**src/rtl/pix_pkg.sv**
```systemverilog
// Shared constants and state encoding for the pixel window controller.
package pix_pkg;

    localparam int unsigned PIX_W       = 8;
    localparam int unsigned TAP_LAG     = 4;
    localparam int unsigned FLUSH_LOADS = 3;

    typedef enum logic [1:0] {
        IDLE,
        RUN,
        FLUSH,
        DONE
    } state_t;

endpackage

```
**src/rtl/raster_counter.sv**
```systemverilog
// Column/row raster position counter with synchronous clear, enable, wrap and last-pixel flag.
module raster_counter #(
    parameter int unsigned W     = 640,
    parameter int unsigned H     = 480,
    parameter int unsigned COL_W = 10,
    parameter int unsigned ROW_W = 9
) (
    input  logic             clk,
    input  logic             reset,
    input  logic             clr,
    input  logic             en,
    output logic [COL_W-1:0] col,
    output logic [ROW_W-1:0] row,
    output logic             last
);

    localparam logic [COL_W-1:0] COL_MAX = COL_W'(W - 1);
    localparam logic [ROW_W-1:0] ROW_MAX = ROW_W'(H - 1);

    always_ff @(posedge clk or posedge reset) begin
        if (reset) begin
            col <= '0;
            row <= '0;
        end else if (clr) begin
            col <= '0;
            row <= '0;
        end else if (en) begin
            if (col == COL_MAX) begin
                col <= '0;
                row <= (row == ROW_MAX) ? '0 : row + 1'b1;
            end else begin
                col <= col + 1'b1;
            end
        end
    end

    assign last = (col == COL_MAX) && (row == ROW_MAX);

endmodule

```
**src/rtl/pix_window_ctrl.sv**
```systemverilog
// Tap shift register sequencer: pixel intake, end-of-frame flush, in-row window flagging.
// Define WIN_COORD_EN to build the centre row/column coordinate outputs.
module pix_window_ctrl
    import pix_pkg::*;
#(
    parameter int unsigned IMG_W = 640,
    parameter int unsigned IMG_H = 480,
    parameter int unsigned COL_W = 10,
    parameter int unsigned ROW_W = 9
) (
    input  logic             clk,
    input  logic             reset,
    input  logic             frame_start,
    input  logic             pix_valid,
    output logic             pix_ready,
    input  logic [PIX_W-1:0] pix_data,
    input  logic             stall,
    output logic             sr_load,
    output logic [PIX_W-1:0] sr_data,
    output logic             win_valid,
    output logic [COL_W-1:0] win_col,
    output logic [ROW_W-1:0] win_row,
    output logic             busy,
    output logic             frame_done
);

    localparam logic [COL_W-1:0] COL_MAX   = COL_W'(IMG_W - 1);
    localparam logic [2:0]       LAG_FULL  = 3'(TAP_LAG);
    localparam logic [1:0]       FLUSH_END = 2'(FLUSH_LOADS - 1);

    state_t state, state_nxt;

    logic             idle;
    logic             in_xfer;
    logic [COL_W-1:0] in_col;
    logic [ROW_W-1:0] in_row;
    logic             in_last;
    logic [1:0]       flush_cnt;
    logic [2:0]       lag_cnt;
    logic             primed;
    logic             c_adv;
    logic [COL_W-1:0] c_col;
    logic             c_last;
    logic             win_hit;

    assign idle    = (state == IDLE);
    assign busy    = !idle;
    assign in_xfer = (state == RUN) && sr_load;
    assign primed  = (lag_cnt == LAG_FULL);
    assign c_adv   = sr_load && primed;

    always_ff @(posedge clk or posedge reset) begin
        if (reset) begin
            state <= IDLE;
        end else begin
            state <= state_nxt;
        end
    end

    always_comb begin
        state_nxt  = state;
        pix_ready  = 1'b0;
        sr_load    = 1'b0;
        sr_data    = '0;
        frame_done = 1'b0;
        case (state)
            IDLE: begin
                if (frame_start && !stall) begin
                    state_nxt = RUN;
                end
            end
            RUN: begin
                pix_ready = !stall;
                sr_load   = pix_valid && !stall;
                sr_data   = pix_data;
                if (sr_load && in_last) begin
                    state_nxt = FLUSH;
                end
            end
            FLUSH: begin
                sr_load = !stall;
                if (!stall && (flush_cnt == FLUSH_END)) begin
                    state_nxt = DONE;
                end
            end
            DONE: begin
                frame_done = 1'b1;
                state_nxt  = IDLE;
            end
            default: state_nxt = IDLE;
        endcase
    end

    // Counts loads until the centre tap (P2) holds pixel 0 of the frame.
    always_ff @(posedge clk or posedge reset) begin
        if (reset) begin
            lag_cnt   <= '0;
            flush_cnt <= '0;
        end else if (idle) begin
            lag_cnt   <= '0;
            flush_cnt <= '0;
        end else begin
            if (sr_load && !primed) begin
                lag_cnt <= lag_cnt + 1'b1;
            end
            if ((state == FLUSH) && sr_load) begin
                flush_cnt <= flush_cnt + 1'b1;
            end
        end
    end

    raster_counter #(
        .W    (IMG_W),
        .H    (IMG_H),
        .COL_W(COL_W),
        .ROW_W(ROW_W)
    ) u_in_pos (
        .clk  (clk),
        .reset(reset),
        .clr  (idle),
        .en   (in_xfer),
        .col  (in_col),
        .row  (in_row),
        .last (in_last)
    );

`ifdef WIN_COORD_EN
    logic [ROW_W-1:0] c_row;

    raster_counter #(
        .W    (IMG_W),
        .H    (IMG_H),
        .COL_W(COL_W),
        .ROW_W(ROW_W)
    ) u_centre_pos (
        .clk  (clk),
        .reset(reset),
        .clr  (idle),
        .en   (c_adv),
        .col  (c_col),
        .row  (c_row),
        .last (c_last)
    );

    always_ff @(posedge clk or posedge reset) begin
        if (reset) begin
            win_col <= '0;
            win_row <= '0;
        end else if (sr_load) begin
            win_col <= c_col;
            win_row <= c_row;
        end
    end
`else
    // Single-row counter: tracks only the centre column; its last flag is col == IMG_W-1.
    logic c_row_unused;

    raster_counter #(
        .W    (IMG_W),
        .H    (1),
        .COL_W(COL_W),
        .ROW_W(1)
    ) u_centre_pos (
        .clk  (clk),
        .reset(reset),
        .clr  (idle),
        .en   (c_adv),
        .col  (c_col),
        .row  (c_row_unused),
        .last (c_last)
    );

    assign win_col = '0;
    assign win_row = '0;
`endif

    assign win_hit = primed && (c_col != '0) && (c_col != COL_MAX) && !c_last;

    always_ff @(posedge clk or posedge reset) begin
        if (reset) begin
            win_valid <= 1'b0;
        end else begin
            win_valid <= sr_load && win_hit;
        end
    end

endmodule

```
**config.mk**
```make
export PLATFORM = sky130hd
export DESIGN_NAME = pix_window_ctrl
export DESIGN_NICKNAME = d
export VERILOG_FILES = /design/src/rtl/pix_pkg.sv /design/src/rtl/raster_counter.sv /design/src/rtl/pix_window_ctrl.sv
export SDC_FILE = /design/constraint.sdc
export NUM_CORES = 1
export LEC_CHECK = 0
export CAP_MARGIN = 10
export CORE_AREA = 10 10 102 104
export DETAILED_ROUTE_END_ITERATION = 10
export DIE_AREA = 0 0 112 114
export DONT_BUFFER_PORTS = 1
export GPL_TIMING_DRIVEN = 0
export HOLD_SLACK_MARGIN = 0.12
export SYNTH_ARGS = -nofsm -noshare
export SYNTH_HDL_FRONTEND = slang
export SYNTH_HIERARCHICAL = 1
export SYNTH_SLANG_ARGS = --single-unit
```
**constraint.sdc**
```tcl
create_clock -name clk -period 2.5 [get_ports clk]
set_input_delay 0.375 -clock clk [delete_from_list [all_inputs] [get_ports clk]]
set_output_delay 0.375 -clock clk [all_outputs]
set_load 0.05 [all_outputs]
```
# == Word level (Yosys, flattened, before mapping) ==
# Index checks and enable logic that the tools add are counted.
# word_totals
inputBits,13
elab_cells,82
register_bits,38
# classes
eq_ne,12
add_sub_neg,6
n_reduce_logical,29
mux,26
bitwise,1
# op_table
op,n
2-to-1 mux 10 bit,6
2-to-1 mux 9 bit,4
"adder 10 x 1 -> 10 bit, second input constant",2
"== test 10 bit, second input constant",2
logical AND 1 bit,14
nonzero test 2 bit,6
2-to-1 mux 2 bit,5
"!= test 10 bit, second input constant",1
nonzero test 10 bit,1
"adder 9 x 1 -> 9 bit, second input constant",1
"== test 9 bit, second input constant",1
2-to-1 mux 8 bit,1
one-hot mux 2 bit (4 select lines),1
"== test 2 bit, second input constant",3
2-to-1 mux 1 bit,6
2-to-1 mux 3 bit,2
logical NOT 1 bit,4
"!= test 2 x 1 -> 1 bit, second input constant",2
AND reduction 2 bit,2
"adder 3 x 1 -> 3 bit, second input constant",1
"== test 3 bit, second input constant",1
AND reduction 3 bit,1
"adder 2 x 1 -> 2 bit, second input constant",1
"== test 2 x 1 -> 1 bit, second input constant",1
5 further kinds,5

# == Logic depth before layout (Yosys ltp) ==
# logic_depth
depth_word,6
depth_mapped,10
ltp_nobuf,9

# == Modules after synthesis ==
# Netlist, hierarchy kept.
# modules_own_cells
module,n_inst,cells_per_inst,seq_area_each_um2,area_each_um2
raster_counter (u_in_pos),1,108,475.5,1043.5
pix_window_ctrl,1,90,200.2,772.0
raster_counter (u_centre_pos),1,58,250.2,580.6

# == Least setup slack after synthesis ==
# No wires, ideal clock.
# synth_timing
path_kind,reg-to-reg
startpoint,register state[0]
endpoint,register u_centre_pos.col[9]
path_slack_ns,-0.054
required_ns,2.427
arrival_ns,2.481
stages_incl_launch_ff,9
setup_time_ns,0.073
path_buffers,0
cell_sequence,dfrtp_1 -> inv_1 -> ha_1 -> nand2b_4 -> nor2_2 -> and3_2 -> o2111ai_2 -> or4_4 -> a21oi_2
# synth_via
elab_chain_len,4
elab_cells_between_ends,7
cone_classes,2 x eq/ne; 2 x mux; 3 x reduce/logical
# synth_rtl
item,line_no,text
"start, declared",pix_window_ctrl.sv:31,"state_t state, state_nxt;"
"start signal, assigned",pix_window_ctrl.sv:56,state <= state_nxt;
== test 2 bit / == test 2 x 1 -> 1 bit (equally long branches),pix_window_ctrl.sv:66,case (state)
one-hot mux 1 bit (2 select lines) *,pix_window_ctrl.sv:66,
net sr_load,pix_window_ctrl.sv:18,"output logic sr_load,"
logical AND 1 bit *,pix_window_ctrl.sv:50,assign c_adv = sr_load && primed;
net c_adv,pix_window_ctrl.sv:41,logic c_adv;
nonzero test 2 bit (no source line) *,n/a,
"end signal, assigned",raster_counter.sv:32,col <= col + 1'b1;
"end, declared",raster_counter.sv:12,"output logic [COL_W-1:0] col,"
# Mark *: on every way through the listed nets, which the timed path passes. The rest lies on a longest branch.
# A chain may end at the register's enable or synchronous reset.

# == Final worst setup path ==
# layout_timing
startpoint,register state[0]
endpoint,register u_in_pos.col[7]
# layout_via
elab_chain_len,4
elab_cells_between_ends,7
cone_classes,2 x eq/ne; 2 x mux; 3 x reduce/logical
# layout_rtl
item,line_no,text
== test 2 bit / == test 2 x 1 -> 1 bit (equally long branches),pix_window_ctrl.sv:66,
one-hot mux 1 bit (2 select lines) *,pix_window_ctrl.sv:66,
net sr_load,pix_window_ctrl.sv:18,
logical AND 1 bit *,pix_window_ctrl.sv:48,assign in_xfer = (state == RUN) && sr_load;
net in_xfer,pix_window_ctrl.sv:34,logic in_xfer;
nonzero test 2 bit (no source line) *,n/a,
"end signal, assigned",raster_counter.sv:32,
"end, declared",raster_counter.sv:12,
# Marks and branches as above.

==> results.cfg <==
[detailed_routing]
wl_met3_um = 287
wirelength_um = 5180
met2WireLength_um = 2560
drtAntennaViolNets = 0
drtIter0Drc = 104
drcViolationCount = 0
vias = 1899
wl_met1_um = 2290
vias_per_cell = 4.78
wl_per_cell_um = 13.1
firstDrtPassIters = 4
top_layer_used = met4

[place]
io_buffer_count = 0
gp_congestion = 0.800
dp_hpwl_um = 3680
pre_cts_slack_ns = -0.0777

[timing]
finalHoldViolCount = 0
fmax_mhz = 410
drv_slew = 0
final.setup.worst_slack_ns = 0.0593
period_share_pct = 97.6
setup_viol = 0
totalNegativeSetupSlack_ns = 0
worst_slew_pin_slew_ns = 0.745
fin_crit_ns = 2.44
fin_skew_ns = 0.00744
rsz0062_at_grt = yes
max-slew-margin-rel_pct = 50.3

[cells_and_area]
areaGrowthSynthToFinish_pct = 19.5
final_nets = 312
layout-drive-gt1-share_pct = 21.5
diodes = 0

[pwr]
powerDensity_nw_per_um2 = 601
peakVddDrop_mv = 0.316
p_leak_nw = 1.29
total_power_mw = 1.71

[yosys]
synth_area_um2 = 2380
syn_area_per_cell_um2 = 9.39
synthCells = 254
yosysWarnings = 6

[global_routing]
grt_usage_pct = 8.13
antenna_found_initial = 0
overflow = 0
grt_start_max_net_pins = 20
grt_pass1_vias = 1897
grt_pass1_wl_um = 8980

[worst_setup_path]
r2r_end = u_in_pos/col[7]
start_kind = register
critPathKind = reg -> reg
crit_fanout = 6
crit_path_end_kind = register
cp.arrival_ns = 2.65
reg2reg_from = state[0]
cp.required_ns = 2.71
r2r_slack_ns = 0.06
r2r_cells = 10

[clocking]
clk_pin_slew_ns = 0.08
h-tree-depth = 2
root_buffer = clkbuf_8
cts_tree = done
clock_path_buffers = 2
cts.sinks = 37
cts_buffers = 5
clock_latency_ns = 0.29

[die]
die_h_um = 114
die_w_um = 112
num_io_pins = 45
initial_utilization_pct = 28.2
rows = 34
die-area_um2 = 12800
core_um2 = 8470

[flow_run]
cap_violations = 0

[hold_path]
hp-class = in -> async

[status]
outcome = complete, no violations
## placed cells by master (no fill, tap or decap), types with 7 or more instances in the layout
cell type / count
dfrtp_1: 37
buf_4: 27
a21oi_1: 20
conb_1: 19
nor2_1: 15
nand2_1: 15
inv_1: 14
o21ai_0: 8
and2_1: 8
ha_1: 8
xor2_1: 8
nand3_1: 7
## what timing repair did
action / CTS / global route
endpoints found under the setup margin: 7 / 10
resized for setup: 7 / 7
hold endpoints to repair: 18 / 0
pin swaps: 2 / 7
cloned: 0 / 0
hold buffers: 1 / 0
buffers inserted: 2 / 6
## worst max-delay path: stages, from the launching register on
cell      delay [ns]
dfrtp_1         0.38
inv_2           0.09
ha_4            0.29
nand2b_4        0.06
nor2_4          0.34
and2_4          0.23
buf_6           0.11
and3_4          0.19
nand4_1         0.13
or3b_1          0.41
a21oi_2         0.13
## layer usage
metal / vias to the layer above / global-route usage [%]
met1: 909 / 9.30
li1: 944 / -
met4: 0 / 2.54
met2: 40 / 14.2
met3: 6 / 2.52
met5: - / 0
## where the power goes
part           total [mW]  leakage (nW)  switching [mW]  internal, mW
registers           0.794         0.484           0.115         0.679
logic               0.377         0.746           0.227         0.150
clock network       0.542        0.0585           0.216         0.325
total                1.71          1.29           0.558          1.15
## worst max-delay path by stage
| stage | start | end | slack, ns | depth (start not counted) |
|---|---|---|---|---|
| global route | state[0] | u_in_pos/col[7] | -0.06 | 10 |
| floorplan | state[0] | u_centre_pos/col[9] | 0.16 | 8 |
| CTS | state[1] | u_centre_pos/col[9] | -0.0005 | 8 |
| detailed placement | state[0] | u_in_pos/col[7] | -0.08 | 10 |
| finish | state[0] | u_in_pos/col[7] | 0.06 | 10 |
| global placement | state[0] | u_centre_pos/col[9] | -0.05 | 8 |
## through the flow
step | std cells | util, % | area [um^2] | hold WS, ns
2_1_floorplan | 272 | - | 2460 | 0.191
3_3_place_gp | 380 | 30.6 | 2590 | 0.248
3_5_place_dp | 380 | 30.6 | 2590 | 0.254
4_1_cts | 391 | 32.6 | 2760 | 0.130
5_1_grt | 397 | 33.7 | 2850 | 0.165
6_report | 397 | 33.7 | 2850 | 0.0953
## state kept, by name (all words and copies together) (netlist names)
signal	cells
state	2
u_in_pos/col	10
win_valid	1
flush_cnt	2
u_centre_pos/col	10
lag_cnt	3
u_in_pos/row	9
## final cells by class
class | instances | area, um^2
Fill cell | 847 | 5620
Multi-Input combinational cell | 193 | 1350
Sequential cell | 37 | 926
Buffer | 26 | 191
Tap cell | 108 | 135
Clock buffer | 7 | 86.3
Timing Repair Buffer | 9 | 75.1
Inverter | 16 | 60.1
Clock inverter | 1 | 30.0
Power figures use the tool's default switching activity.
